==> src/rtl/mips_pkg.sv <==
// Shared definitions for the multicycle MIPS control path: opcodes, state encoding,
// datapath select codes and the per-state Moore control decode.
package mips_pkg;

  localparam logic [5:0] OP_RTYPE = 6'b000000;
  localparam logic [5:0] OP_LW    = 6'b100011;
  localparam logic [5:0] OP_SW    = 6'b101011;
  localparam logic [5:0] OP_BEQ   = 6'b000100;
  localparam logic [5:0] OP_ADDI  = 6'b001000;
  localparam logic [5:0] OP_J     = 6'b000010;

  localparam logic [1:0] SRCB_B      = 2'b00;
  localparam logic [1:0] SRCB_FOUR   = 2'b01;
  localparam logic [1:0] SRCB_IMM    = 2'b10;
  localparam logic [1:0] SRCB_BRANCH = 2'b11;

  localparam logic [1:0] ALUOP_ADD   = 2'b00;
  localparam logic [1:0] ALUOP_SUB   = 2'b01;
  localparam logic [1:0] ALUOP_FUNCT = 2'b10;

  localparam logic [1:0] PCSRC_ALU    = 2'b00;
  localparam logic [1:0] PCSRC_ALUOUT = 2'b01;
  localparam logic [1:0] PCSRC_JUMP   = 2'b10;

  typedef enum logic [3:0] {
    S_IDLE     = 4'd0,
    S_FETCH    = 4'd1,
    S_DECODE   = 4'd2,
    S_MEM_ADDR = 4'd3,
    S_MEM_RD   = 4'd4,
    S_MEM_WB   = 4'd5,
    S_MEM_WR   = 4'd6,
    S_EXEC_R   = 4'd7,
    S_R_WB     = 4'd8,
    S_BRANCH   = 4'd9,
    S_ADDI_EX  = 4'd10,
    S_ADDI_WB  = 4'd11,
    S_JUMP     = 4'd12
  } state_e;

  // fetch_strobe marks the state whose ir_write/pc_write follow mem_ready
  typedef struct packed {
    logic       mem_read;
    logic       mem_write;
    logic       iord;
    logic       fetch_strobe;
    logic       pc_write;
    logic       pc_write_cond;
    logic       mem_to_reg;
    logic       reg_dst;
    logic       reg_write;
    logic       alu_src_a;
    logic [1:0] alu_src_b;
    logic [1:0] alu_op;
    logic [1:0] pc_source;
  } ctl_t;

  function automatic ctl_t ctrl_decode(input state_e s);
    ctl_t c;
    c = '0;
    case (s)
      S_FETCH: begin
        c.mem_read     = 1'b1;
        c.fetch_strobe = 1'b1;
        c.alu_src_b    = SRCB_FOUR;
        c.alu_op       = ALUOP_ADD;
        c.pc_source    = PCSRC_ALU;
      end
      S_DECODE: c.alu_src_b = SRCB_BRANCH;
      S_MEM_ADDR, S_ADDI_EX: begin
        c.alu_src_a = 1'b1;
        c.alu_src_b = SRCB_IMM;
      end
      S_MEM_RD: begin
        c.mem_read = 1'b1;
        c.iord     = 1'b1;
      end
      S_MEM_WB: begin
        c.reg_write  = 1'b1;
        c.mem_to_reg = 1'b1;
      end
      S_MEM_WR: begin
        c.mem_write = 1'b1;
        c.iord      = 1'b1;
      end
      S_EXEC_R: begin
        c.alu_src_a = 1'b1;
        c.alu_src_b = SRCB_B;
        c.alu_op    = ALUOP_FUNCT;
      end
      S_R_WB: begin
        c.reg_write = 1'b1;
        c.reg_dst   = 1'b1;
      end
      S_BRANCH: begin
        c.alu_src_a     = 1'b1;
        c.alu_src_b     = SRCB_B;
        c.alu_op        = ALUOP_SUB;
        c.pc_write_cond = 1'b1;
        c.pc_source     = PCSRC_ALUOUT;
      end
      S_ADDI_WB: c.reg_write = 1'b1;
      S_JUMP: begin
        c.pc_write  = 1'b1;
        c.pc_source = PCSRC_JUMP;
      end
      default: c = '0;
    endcase
    return c;
  endfunction

endpackage

==> src/rtl/mem_wait_timer.sv <==
// Counts wait cycles of a pending memory access and flags the cycle in which the
// count reaches the timeout limit (TIMEOUT = 0 disables the watchdog).
module mem_wait_timer #(
  parameter int TIMEOUT = 16,
  parameter int CNT_W   = 5
) (
  input  logic clk,
  input  logic rst_n,
  input  logic clr,
  input  logic inc,
  output logic expire
);

  localparam logic [CNT_W-1:0] LAST = CNT_W'(TIMEOUT - 1);
  localparam logic [CNT_W-1:0] CNT_MAX = {CNT_W{1'b1}};

  logic [CNT_W-1:0] cnt_r;

  // saturating wait counter
  always_ff @(posedge clk or negedge rst_n) begin
    if (!rst_n) begin
      cnt_r <= '0;
    end else if (clr) begin
      cnt_r <= '0;
    end else if (inc && (cnt_r != CNT_MAX)) begin
      cnt_r <= cnt_r + {{(CNT_W-1){1'b0}}, 1'b1};
    end
  end

  // expires on the cycle whose miss would bring the count up to TIMEOUT
  assign expire = (TIMEOUT != 0) && (cnt_r >= LAST);

endmodule

==> src/rtl/multicycle_ctrl.sv <==
// Multicycle MIPS control sequencer: registered Moore decode per state, with
// mem_ready-qualified fetch strobes, zero-qualified branch PC write and a memory watchdog.
module multicycle_ctrl
  import mips_pkg::*;
#(
  parameter int MEM_TIMEOUT = 16,
  parameter int CNT_W       = 5
) (
  input  logic       clk,
  input  logic       rst_n,
  input  logic [5:0] op,
  input  logic       zero,
  input  logic       mem_ready,
  output logic       pc_en,
  output logic       iord,
  output logic       mem_read,
  output logic       mem_write,
  output logic       ir_write,
  output logic       mem_to_reg,
  output logic       reg_dst,
  output logic       reg_write,
  output logic       alu_src_a,
  output logic [1:0] alu_src_b,
  output logic [1:0] alu_op,
  output logic [1:0] pc_source,
  output logic       err,
  output logic [3:0] state
);

  state_e state_r;
  state_e next_s;
  ctl_t   ctl_r;
  logic   err_r;
  logic   err_set_s;
  logic   in_mem_s;
  logic   hold_s;
  logic   abort_s;
  logic   expire_s;

  mem_wait_timer #(
    .TIMEOUT (MEM_TIMEOUT),
    .CNT_W   (CNT_W)
  ) u_timer (
    .clk    (clk),
    .rst_n  (rst_n),
    .clr    (~hold_s),
    .inc    (hold_s),
    .expire (expire_s)
  );

  // memory-wait qualification; a ready in the expiry cycle completes the access
  always_comb begin
    in_mem_s = (state_r == S_FETCH) || (state_r == S_MEM_RD) || (state_r == S_MEM_WR);
    abort_s  = in_mem_s && expire_s && !mem_ready;
    hold_s   = in_mem_s && !mem_ready && !abort_s;
  end

  // next-state selection
  always_comb begin
    next_s    = state_r;
    err_set_s = 1'b0;
    if (abort_s) begin
      next_s    = S_FETCH;
      err_set_s = 1'b1;
    end else begin
      case (state_r)
        S_IDLE:     next_s = S_FETCH;
        S_FETCH:    next_s = mem_ready ? S_DECODE : S_FETCH;
        S_DECODE: begin
          case (op)
            OP_RTYPE:     next_s = S_EXEC_R;
            OP_LW, OP_SW: next_s = S_MEM_ADDR;
            OP_BEQ:       next_s = S_BRANCH;
            OP_ADDI:      next_s = S_ADDI_EX;
            OP_J:         next_s = S_JUMP;
            default: begin
              next_s    = S_FETCH;
              err_set_s = 1'b1;
            end
          endcase
        end
        S_MEM_ADDR: next_s = (op == OP_LW) ? S_MEM_RD : S_MEM_WR;
        S_MEM_RD:   next_s = mem_ready ? S_MEM_WB : S_MEM_RD;
        S_MEM_WR:   next_s = mem_ready ? S_FETCH : S_MEM_WR;
        S_EXEC_R:   next_s = S_R_WB;
        S_ADDI_EX:  next_s = S_ADDI_WB;
        S_MEM_WB, S_R_WB, S_ADDI_WB, S_BRANCH, S_JUMP: next_s = S_FETCH;
        default:    next_s = S_IDLE;
      endcase
    end
  end

  // state, registered Moore controls for the coming state, sticky error
  always_ff @(posedge clk or negedge rst_n) begin
    if (!rst_n) begin
      state_r <= S_IDLE;
      ctl_r   <= '0;
      err_r   <= 1'b0;
    end else begin
      state_r <= next_s;
      ctl_r   <= ctrl_decode(next_s);
      err_r   <= err_r | err_set_s;
    end
  end

  assign mem_read   = ctl_r.mem_read & ~abort_s;
  assign mem_write  = ctl_r.mem_write & ~abort_s;
  assign ir_write   = ctl_r.fetch_strobe & mem_ready;
  assign pc_en      = (ctl_r.fetch_strobe & mem_ready) | ctl_r.pc_write |
                      (ctl_r.pc_write_cond & zero);
  assign iord       = ctl_r.iord;
  assign mem_to_reg = ctl_r.mem_to_reg;
  assign reg_dst    = ctl_r.reg_dst;
  assign reg_write  = ctl_r.reg_write;
  assign alu_src_a  = ctl_r.alu_src_a;
  assign alu_src_b  = ctl_r.alu_src_b;
  assign alu_op     = ctl_r.alu_op;
  assign pc_source  = ctl_r.pc_source;
  assign err        = err_r;
  assign state      = state_r;

endmodule

==> config.mk <==
export PLATFORM = sky130hd
export DESIGN_NAME = multicycle_ctrl
export DESIGN_NICKNAME = d
export VERILOG_FILES = /design/src/rtl/mips_pkg.sv /design/src/rtl/mem_wait_timer.sv /design/src/rtl/multicycle_ctrl.sv
export SDC_FILE = /design/constraint.sdc
export NUM_CORES = 1
export LEC_CHECK = 0
export BUFFER_PORTS_ARGS = -buffer_cell sky130_fd_sc_hd__buf_2
export CAP_MARGIN = 20
export CELL_PAD_IN_SITES_DETAIL_PLACEMENT = 0
export CELL_PAD_IN_SITES_GLOBAL_PLACEMENT = 1
export CORE_UTILIZATION = 30
export CTS_CLUSTER_DIAMETER = 150
export DETAILED_ROUTE_END_ITERATION = 16
export GPL_TIMING_DRIVEN = 1
export PLACE_DENSITY_LB_ADDON = 0.1
export SYNTH_ARGS = -nofsm -noshare
export SYNTH_HDL_FRONTEND = slang
export SYNTH_SLANG_ARGS = --single-unit
==> constraint.sdc <==
create_clock -name clk -period 3.1 [get_ports clk]
set_input_delay 0.465 -clock clk [delete_from_list [all_inputs] [get_ports clk]]
set_output_delay 0.465 -clock clk [all_outputs]
set_load 0.05 [all_outputs]
======== Yosys cells after proc, flatten, opt, wreduce, memory -nomap -nowiden ========
Index checks and enable logic that the tools add are counted.
storage, ports and cells
  register bits ........................... 26
  bits in latches ......................... 0
  bits in writable memories ............... 0
  memory bits (read-only) ................. 0
  input port bits ......................... 10
  output and inout port bits .............. 20
  logic and storage cells ................. 101
  memories kept ........................... 0
operators by class
  add/subtract/negate cells ............... 1
  $mul .................................... 0
  divide/modulo/power cells ............... 0
  $lt $le $gt $ge ......................... 1
  equal/unequal tests ..................... 31
  shift operators ......................... 0
  mux-type cells .......................... 25
  bitwise operators ....................... 8
  reduce and logical (&&, ||, !) cells .... 19
operators by type and width
  operator             number
  $eq 4x4->1 const B   10
  $eq 4x3->1 const B   8
  $pmux 4 s8           1
  $pmux 4 s5           1
  $eq 4x2->1 const B   4
  $mux 1               14
  $eq 6x6->1 const B   2
  $reduce_or 6->1      2
  $mux 5               2
  $eq 4x1->1 const B   2
  $pmux 2 s2           2
  $reduce_or 2->1      4
  $eq 6x2->1 const B   1
  $eq 6x3->1 const B   1
  $eq 6x4->1 const B   1
  $logic_not 6->1      1
  $pmux 2 s3           1
  $add 5x1->5 const B  1
  $ge 5x4->1 const B   1
  $logic_and 1x1->1    5
  $ne 5x5->1 const B   1
  $and 1x1->1          4
  $logic_not 4->1      1
  $mux 2               2
  9 further kinds      13

======== Depth between registers and ports, before layout ========
Gate-level depths: netlist (run 1).
  depth in word-level cells ............... 10
  mapped depth ............................ 10

======== Modules after synthesis ========
From an unflattened synthesis (run 1), not the netlist that was laid out.
unflattened totals
  cells, all modules ...................... 144
  area total of the unflattened synthesis .. 1,435.1 um^2
by module, submodules not included
  module           times used  cells each  area an instance (um^2)
  multicycle_ctrl  1           117         1,148.6
  mem_wait_timer   1           27          286.5

======== Worst setup path before layout (run 1) ========
Ideal clock, no wire load.
  kind .................................... register to output
  start point ............................. reg state_r[1] (netlist: state[1])
  end point ............................... out mem_read
  arrival ................................. 1.986 ns
  required time ........................... 2.635 ns
  setup slack ............................. 0.649 ns
  cell stages (with the launch flop) ...... 7
  path buffers ............................ 2
  cells stage by stage .................... dfrtp_1 -> clkbuf_1 -> o21ai_0 -> o211ai_1 -> nand2b_1 -> clkbuf_1 -> and2_1
between the ends
  cells in the longest elaborated chain, start to end .. 7
  elaborated cells on any way between the ends .. 9
  those cells by class .................... 3 x eq/ne; 2 x bitwise; 4 x reduce/logical
RTL lines
  what                                      line                    RTL
  start, declared                           multicycle_ctrl.sv:30   state_e state_r;
  start signal, assigned                    multicycle_ctrl.sv:100  state_r <= next_s;
  $eq 4x1->1 or $eq 4x3->1 (tied branches)  multicycle_ctrl.sv:53   in_mem_s = (state_r == S_FETCH) || (state_r == S_MEM_RD) || (state_r == S_MEM_WR);
  $logic_or 1x1->1                          multicycle_ctrl.sv:53
  $logic_or 1x1->1 (*)                      multicycle_ctrl.sv:53
  $logic_and 1x1->1 (*) (2 in a row)        multicycle_ctrl.sv:54   abort_s = in_mem_s && expire_s && !mem_ready;
  $not 1->1 (*)                             multicycle_ctrl.sv:106  assign mem_read = ctl_r.mem_read & ~abort_s;
  $and 1x1->1 (*)                           multicycle_ctrl.sv:106
  end, declared                             multicycle_ctrl.sv:16   output logic mem_read,
Mark *: on every way between the ends. The rest lies on a longest branch, timed or not.

======== Final worst setup path (run 1) ========
  start point ............................. reg u_timer.cnt_r[0]
  end point ............................... out mem_write
between the ends
  cells in the longest elaborated chain, start to end .. 5
RTL lines
  what                            line                    RTL
  start, declared                 mem_wait_timer.sv:17    logic [CNT_W-1:0] cnt_r;
  start signal, assigned          mem_wait_timer.sv:26    cnt_r <= cnt_r + {{(CNT_W-1){1'b0}}, 1'b1};
  $ge 5x4->1                      mem_wait_timer.sv:31    assign expire = (TIMEOUT != 0) && (cnt_r >= LAST);
  $logic_and 1x1->1 (2 in a row)  multicycle_ctrl.sv:54
  $not 1->1                       multicycle_ctrl.sv:107  assign mem_write = ctl_r.mem_write & ~abort_s;
  $and 1x1->1                     multicycle_ctrl.sv:107
  end, declared                   multicycle_ctrl.sv:17   output logic mem_write,
Every way passes these cells.

==> results.py, run 1 <==
metrics = {
    "outcome": {
        "outcome": "completed",
    },
    "finish": {
        "num_antenna_cells": 0,
        "regMostFlops": "u_timer.cnt_r",
        "final_cell_mix": "buf_2 (29), dfrtp_1 (24), nor2_1 (16), nand2_1 (7), inv_1 (7)",
        "utilization_pct": 37.09,
        "largest_register_ffs": 5,
        "nets": 174,
        "drive_gt1_share_pct": 24.38,
        "final_common_cell": "buf_2",
        "area_growth_pct": 15.09,
    },
    "sta": {
        "relSlewSlack_pct": 60.46,
        "holdWs_ps": 170.3,
        "rsz0062_at_grt": "false",
        "max_freq_mhz": 374.3,
        "period_share_pct": 86.19,
        "fin_skew_ps": 1.452,
        "tightestPinTransition_ps": 584.8,
        "maxSlewViolCount": 0,
        "period_needed_ps": 2672,
        "finalHoldViolCount": 0,
        "setup_viol": 0,
        "finalSetupTns_ps": 0,
    },
    "logic_synthesis": {
        "synthesis.instances": 138,
        "synth_cell_type_count": 45,
        "synth_warnings": 0,
        "synth-edff-count": 0,
        "netlist_area_sq_um": 1326,
        "avgSynthCellArea_sq_um": 9.611,
        "synthFlopType": "dfrtp_1",
        "ys_seq_elements": 24,
        "syn-num-nets": 151,
        "synth_seq_area_share_pct": 45.28,
        "postSynth.asyncResetShare_pct": 100.0,
    },
    "setup_path": {
        "crit_arrival_ps": 2210,
        "r2r_start": "state[2]",
        "rrSetupSlack_ps": 830,
        "rr_endpoint": "ctl_r[15]",
        "rr_worst_depth": 6,
        "crit_type": "reg2out",
        "cp-start-kind": "flip-flop",
        "cp-end-kind": "primary output",
        "worstPathMaxFanout": 8,
        "required_ps": 2630,
        "crit_path_start": "u_timer.cnt_r[0]",
    },
    "global_routing": {
        "antenna_found_initial": 0,
        "grt_first_pass_wirelength_um": 4864,
        "grt_pass1_vias": 1043,
        "grt_max_degree": 25,
        "grt_usage_pct": 14.02,
        "overflow": 0,
    },
    "floorplanning": {
        "die_w_um": 68.49,
        "core_sq_um": 4115,
        "io-pin-count": 30,
        "row_count": 23,
        "die_y_um": 68.49,
        "start_util_pct": 32.23,
        "dieArea_sq_um": 4691,
    },
    "clocking": {
        "cts_tree": "done",
        "hold_buffers": 0,
        "cts-root-buf": "clkbuf_8",
        "cts-buffers-inserted": 3,
        "clock_path_buffers": 2,
        "postCtsSetupBuffers": 0,
        "ctsHtreeMaxLevel": 1,
        "cts_resized": 0,
        "clk_latency_ps": 260,
        "path_clk_slew_ps": 80,
        "cts_sinks": 24,
    },
    "detailed_routing": {
        "wl_met3_um": 128,
        "via_per_inst": 4.971,
        "drt_first_pass_iters": 4,
        "vias": 1044,
        "first_iter_violations": 61,
        "ant_nets": 0,
        "top_layer": "met4",
        "drc": 0,
        "route.met2.wl_um": 1287,
        "wirelength_um": 2814,
        "wl_met1_um": 1342,
        "wl_per_cell_um": 13.40,
    },
    "power": {
        "ir_drop_v": 0.0002745,
        "leakagePower_uw": 0.0007449,
        "p_total_uw": 1418,
        "p_per_area_nw_per_um2": 929.2,
    },
    "hold_path": {
        "hold_class": "in2async",
    },
    "place": {
        "portBuffers": 29,
        "dp_hpwl_um": 2123,
        "place_congestion": 0.7383,
    },
    "flow_run": {
        "maxCapViolations": 0,
    },
}
Yosys cell counts (2+ instances only):
library cell | instances | area [sq um]
dfrtp_1 | 24 | 600.6
nor2_1 | 16 | 60.06
inv_1 | 7 | 26.28
nand2_1 | 7 | 26.28
buf_4 | 6 | 45.04
nor2b_1 | 5 | 31.28
clkbuf_1 | 4 | 15.01
nor3_1 | 4 | 20.02
o21ai_0 | 4 | 20.02
and2_1 | 3 | 18.77
and3_1 | 3 | 18.77
ha_1 | 3 | 37.54
nand2b_1 | 3 | 18.77
nand3_1 | 3 | 15.01
nand4_1 | 3 | 18.77
nor3b_1 | 3 | 22.52
o211ai_1 | 3 | 22.52
o21bai_1 | 3 | 22.52
xnor2_1 | 3 | 26.28
a21oi_1 | 2 | 10.01
a31oi_1 | 2 | 12.51
buf_2 | 2 | 10.01
mux2i_1 | 2 | 20.02
nor4_1 | 2 | 12.51
through the flow:
step	cells	setup WS (ps)	instance area (sq um)
floorplan	138	648.5	1326
global placement	206	686.8	1471
detailed placement	206	663.8	1471
CTS	210	399.6	1526
global route	210	228.9	1526
finish	210	428.3	1526
logic make-up (layout without fill, tap and decap cells):
| family | count (synthesis) | in the layout | share of synthesized area [%] |
|---|---|---|---|
| AND/OR/NAND/NOR | 58 | 58 | 23.30 |
| AO/OA/AOI/OAI | 28 | 28 | 17.17 |
| flip-flops | 24 | 24 | 45.28 |
| buffers and inverters | 19 | 41 | 7.264 |
| XOR/XNOR | 4 | 4 | 2.642 |
| adder cells (fa/ha/maj) | 3 | 3 | 2.830 |
| multiplexers | 2 | 2 | 1.509 |
area by class of cell:
cell class	instances	area [sq um]
flip-flops and latches	24	600.6
repair buffers	30	152.6
multi-input cells	95	629.4
well taps	50	62.56
clock buffers	4	55.05
fillers	438	2589
inverters	7	26.28
layer usage:
layer,global-route usage [%],vias up
li1,-,524
met3,1.645,5
met2,22.55,30
met4,6.771,0
met1,18.59,485
met5,0,-
worst max-delay path: stages (launching register included):
cell	delay, ps
dfrtp_1	420
ha_1	220
and3_1	200
ha_1	180
nor2_1	130
nand2_1	80
nand2b_1	280
and2_1	170
buf_2	250
where the power goes:
part | internal (uW) | switching (uW)
Clock | 113 | 95.1
Combinational | 232 | 499
Sequential | 390 | 89.1
how the worst max path moves through the flow:
stage,endpoint,cells past startpoint
4_1_cts,mem_read,8
2_1_floorplan,mem_read,6
5_1_grt,mem_read,8
3_5_place_dp,alu_src_a,7
6_report,mem_write,8
3_3_place_gp,ctl_r[15],7
Note: power is estimated with default switching activity, not from simulation.
==> run 2: changes to the inputs <==
--- a/config.mk
+++ b/config.mk
@@ -9,6 +9,7 @@
 export CAP_MARGIN = 20
 export CELL_PAD_IN_SITES_DETAIL_PLACEMENT = 0
 export CELL_PAD_IN_SITES_GLOBAL_PLACEMENT = 1
+export CORE_ASPECT_RATIO = 0.7
 export CORE_UTILIZATION = 30
 export CTS_CLUSTER_DIAMETER = 150
 export DETAILED_ROUTE_END_ITERATION = 16
==> run 2 against run 1 <==
Effect of this change: sequential cell count unchanged; critical endpoint is now mem_read; first-iteration DRC count is 16% lower; setup slack gained 27 ps; highest routed layer unchanged; clock power up 32%; sequential power about the same; largest cell class unchanged.
==> results.py, run 2 (synthesized netlist as in run 1, its figures left out) <==
metrics = {
    "sta": {
        "max_freq_mhz": 378.1,
        "setup_viol": 0,
        "relSlewSlack_pct": 57.77,
        "maxSlewViolCount": 0,
        "period_needed_ps": 2645,
        "finalHoldViolCount": 0,
        "finalSetupTns_ps": 0,
        "period_share_pct": 85.31,
        "fin_skew_ps": 2.086,
        "rsz0062_at_grt": "false",
        "fin_ws_ps": 455.3,
        "tightestPinTransition_ps": 632.2,
    },
    "finish": {
        "final_common_cell": "buf_2",
        "regMostFlops": "u_timer.cnt_r",
        "nets": 174,
        "num_antenna_cells": 0,
        "nFillCells": 433,
        "final_cell_mix": "buf_2 (29), dfrtp_1 (24), nor2_1 (16), nand2_1 (7), inv_1 (7)",
        "largest_register_ffs": 5,
        "seqCellArea_sq_um": 600.6,
        "area_growth_pct": 16.51,
        "multi_input_area_sq_um": 629.4,
        "drive_gt1_share_pct": 24.38,
    },
    "global_routing": {
        "grt_first_pass_wirelength_um": 4774,
        "use_met2_pct": 20.83,
        "met1_usage_pct": 19.70,
        "grt_max_degree": 25,
        "busiest_layer": "met2",
        "antenna_found_initial": 0,
        "grt_pass1_vias": 954,
        "grt_use_met3_pct": 3.780,
        "grt_usage_pct": 13.80,
        "overflow": 0,
    },
    "clocking": {
        "path_clk_slew_ps": 90,
        "cts_sinks": 24,
        "cts_tree": "done",
        "hold_buffers": 0,
        "clk_latency_ps": 260,
        "cts-buffers-inserted": 3,
        "cts_resized": 0,
        "postCtsSetupBuffers": 0,
        "ctsHtreeMaxLevel": 1,
        "cts-root-buf": "clkbuf_8",
        "clock_path_buffers": 2,
    },
    "floorplanning": {
        "die_w_um": 81.47,
        "core_sq_um": 4065,
        "row_count": 19,
        "dieArea_sq_um": 4695,
        "die_y_um": 57.63,
        "io-pin-count": 30,
        "start_util_pct": 32.63,
    },
    "setup_path": {
        "r2r_start": "state[2]",
        "crit_arrival_ps": 2180,
        "cp-start-kind": "flip-flop",
        "worstPathMaxFanout": 8,
        "cp-end-kind": "primary output",
        "crit_type": "reg2out",
        "crit_path_start": "u_timer.cnt_r[0]",
        "required_ps": 2630,
    },
    "detailed_routing": {
        "drt_first_pass_iters": 4,
        "drc": 0,
        "first_iter_violations": 51,
        "ant_nets": 0,
        "vias": 1058,
        "wirelength_um": 2866,
        "via_per_inst": 4.991,
        "wl_per_cell_um": 13.52,
    },
    "power": {
        "leakagePower_uw": 0.0007518,
        "switchingPower_uw": 697.5,
        "p_seq_share_pct": 32.1,
        "cell_internal_pwr_uw": 794.0,
        "comb_power_share_pct": 49.6,
        "p_per_area_nw_per_um2": 965.3,
        "ir_drop_v": 0.0004095,
        "swShare_pct": 46.76,
        "clkPwrFrac_pct": 18.3,
    },
    "place": {
        "dp_hpwl_um": 2149,
        "place_congestion": 0.8016,
        "portBuffers": 29,
        "dp_worst_setup_slack_ps": 705.0,
    },
    "flow_run": {
        "maxCapViolations": 0,
    },
    "hold_path": {
        "hold_class": "in2async",
    },
    "outcome": {
        "outcome": "completed",
    },
}
## run 2: worst paths after layout
path | to | slack, ps | cells past startpoint
worst min register to register | err | 480 | 2
min in group clk | err | 480 | 2
worst max-delay path | mem_read | 460 | 8
max in group asynchronous | u_timer.cnt_r[3] | 2570 | 1
worst max register to register | alu_src_a | 860 | 6
worst min-delay path | reg_write | 170 | 1
## run 2: cell type report
type	count	area share [%]
repair buffers	30	9.879
clock inverters	1	1.943
well taps	52	4.211
clock buffers	3	2.672
flip-flops and latches	24	38.87
multi-input cells	95	40.73
inverters	7	1.700
## run 2: through the flow
step                instance area, sq um  utilization, %  hold slack [ps]  cells  power (uW)
floorplan                           1326               -            169.4    138        1081
global placement                    1474           36.26            453.5    208        1243
detailed placement                  1474           36.26            464.0    208        1229
CTS                                 1545           38.01            193.9    212        1510
global route                        1545           38.01            225.9    212        1592
finish                              1545           38.01            166.8    212        1492
## run 2: routing by layer
metal / vias up / share of wire, %
met3: 2 / 4.1
met5: - / 0
met1: 511 / 50
met4: 0 / 0.56
met2: 17 / 45
li1: 528 / -
## run 2: power groups by stage
stage	registers (uW)	logic, uW	clock network, uW
floorplan	559	522	0
global placement	487	756	0
detailed placement	486	743	0
CTS	480	746	283
global route	492	806	293
finish	478	740	274
## run 2: worst max-delay path, stage by stage (launching register included)
cell and delay [ps]:
dfrtp_1 420, ha_1 220, and3_1 200, ha_1 180, nor2_1 130, nand2_1 80, nand2b_1 240, and2_1 180
buf_2 260
==> run 3: changes to the inputs <==
--- a/config.mk
+++ b/config.mk
@@ -6,11 +6,12 @@
 export NUM_CORES = 1
 export LEC_CHECK = 0
 export BUFFER_PORTS_ARGS = -buffer_cell sky130_fd_sc_hd__buf_2
-export CAP_MARGIN = 20
+export CAP_MARGIN = 10
 export CELL_PAD_IN_SITES_DETAIL_PLACEMENT = 0
 export CELL_PAD_IN_SITES_GLOBAL_PLACEMENT = 1
 export CORE_ASPECT_RATIO = 0.7
-export CORE_UTILIZATION = 30
+export CORE_UTILIZATION = 45
+export CTS_BUF_LIST = sky130_fd_sc_hd__clkbuf_4 sky130_fd_sc_hd__clkbuf_8
 export CTS_CLUSTER_DIAMETER = 150
 export DETAILED_ROUTE_END_ITERATION = 16
 export GPL_TIMING_DRIVEN = 1
==> run 3 against run 2 <==
Effect of this change: total power decreased by 0.25%; combinational power about the same; critical path type unchanged; clock skew rose by 1.4 ps; die area down 32%; setup slack better by 0.67 ps; sequential share of layout area up 0.51 points; via count rose by 1.4%; first-iteration DRC count grew 140%; critical path depth unchanged; fmax hardly changed; cell count fell by 7.5%.
==> results.py, run 3 (synthesized netlist as in run 1, its figures left out) <==
metrics = {
    "setup_path": {
        "rr_worst_depth": 6,
        "cp-start-kind": "flip-flop",
        "crit_type": "reg2out",
        "r2r_start": "state[2]",
        "cp-end-kind": "primary output",
        "slowest_stage": "dfrtp_1",
        "worstPathMaxFanout": 8,
        "crit_arrival_ps": 2180,
        "rr_endpoint": "alu_src_a",
        "cpPeakStageDelay_ps": 420,
        "crit_path_cell_trace": "ha_1 -> and3_1 -> ha_1 -> nor2_1 -> nand2_1 -> nand2b_1 -> and2_1 -> buf_2",
        "rrSetupSlack_ps": 870,
        "crit_top_cell": "ha_1",
        "critPathBufInv": 1,
        "critical_path.top_delay_family": "simple AND/OR/NAND/NOR gates",
        "required_ps": 2630,
    },
    "global_routing": {
        "antenna_found_initial": 0,
        "grt_pass1_vias": 931,
        "grt_usage_pct": 18.72,
        "grt_first_pass_wirelength_um": 4278,
        "grt_max_degree": 25,
        "overflow": 0,
    },
    "place": {
        "dp_hpwl_um": 2028,
        "portBuffers": 29,
        "post-place-cells": 192,
        "place_congestion": 0.7967,
    },
    "sta": {
        "rsz0062_at_grt": "false",
        "holdWs_ps": 163.4,
        "period_needed_ps": 2644,
        "tightestPinTransition_ps": 663.1,
        "period_share_pct": 85.29,
        "setup_viol": 0,
        "fin_skew_ps": 3.458,
        "finalHoldViolCount": 0,
        "maxSlewViolCount": 0,
        "finalSetupTns_ps": 0,
        "relSlewSlack_pct": 55.70,
        "max_freq_mhz": 378.2,
    },
    "floorplanning": {
        "row_count": 16,
        "start_util_pct": 47.32,
        "dieArea_sq_um": 3172,
        "die_w_um": 66.89,
        "core_sq_um": 2803,
        "die_y_um": 47.42,
        "io-pin-count": 30,
    },
    "flow_run": {
        "maxCapViolations": 0,
    },
    "finish": {
        "final_cell_mix": "buf_2 (29), dfrtp_1 (24), nor2_1 (16), nand2_1 (7), inv_1 (7)",
        "nets": 174,
        "utilization_pct": 54.42,
        "largest_register_ffs": 5,
        "drive_gt1_share_pct": 24.38,
        "area_growth_pct": 15.00,
        "regMostFlops": "u_timer.cnt_r",
        "final_common_cell": "buf_2",
        "num_antenna_cells": 0,
        "layoutNonFillerInstCount": 196,
        "nFillCells": 261,
    },
    "clocking": {
        "cts-buffers-inserted": 3,
        "clk_latency_ps": 260,
        "cts_resized": 0,
        "clock_path_buffers": 2,
        "hold_buffers": 0,
        "ctsHtreeMaxLevel": 1,
        "cts_tree": "done",
        "postCtsSetupBuffers": 0,
        "path_clk_slew_ps": 90,
        "cts-root-buf": "clkbuf_8",
        "cts_sinks": 24,
    },
    "detailed_routing": {
        "wl_per_cell_um": 13.93,
        "first_iter_violations": 120,
        "ant_nets": 0,
        "vias": 1073,
        "drc": 0,
        "wirelength_um": 2730,
        "via_per_inst": 5.474,
        "drt_first_pass_iters": 4,
    },
    "power": {
        "p_total_uw": 1488,
        "ir_drop_v": 0.0004595,
        "p_per_area_nw_per_um2": 975.5,
        "leakagePower_uw": 0.0007518,
    },
    "hold_path": {
        "hold_class": "in2async",
    },
    "outcome": {
        "outcome": "completed",
    },
}
## run 3: metal layers
layer / vias to the layer above / global-route usage (%) / share of wire, %
met5: - / 0 / 0
met4: 0 / 3.830 / 0
met3: 0 / 5.476 / 6.4
met2: 27 / 31.72 / 48
met1: 515 / 24.40 / 45
li1: 531 / - / -
## run 3: area by class of cell
type                       instances  area (sq um)  share of cell area (%)
clock inverter                     1         30.03                   1.969
inverter                           7         26.28                   1.723
clock buffer                       3         41.29                   2.707
multi-input combinational         95         629.4                   41.26
tap                               36         45.04                   2.953
sequential                        24         600.6                   39.38
timing repair buffer              30         152.6                   10.01
## run 3: worst max-delay path by stage
stage / start / to / cells past startpoint
after floorplan: state[1] / mem_read / 6
after global placement: op[2] / alu_src_a / 7
after detailed placement: op[0] / alu_src_a / 7
after CTS: u_timer.cnt_r[0] / mem_read / 8
after global routing: u_timer.cnt_r[0] / mem_read / 8
final: u_timer.cnt_r[0] / mem_read / 8
## run 3: per-stage QoR
step	instance area [sq um]	setup slack, ps
floorplan	1326	648.5
global placement	1454	719.4
detailed placement	1454	681.7
CTS	1525	435.2
global route	1525	294.1
finish	1525	456.0
## run 3: where the power goes
group          switching, uW  leakage, uW  internal [uW]
clock                   99.1    0.0000357            173
combinational            508     0.000399            232
sequential              86.6     0.000317            390
total                    693     0.000752            794
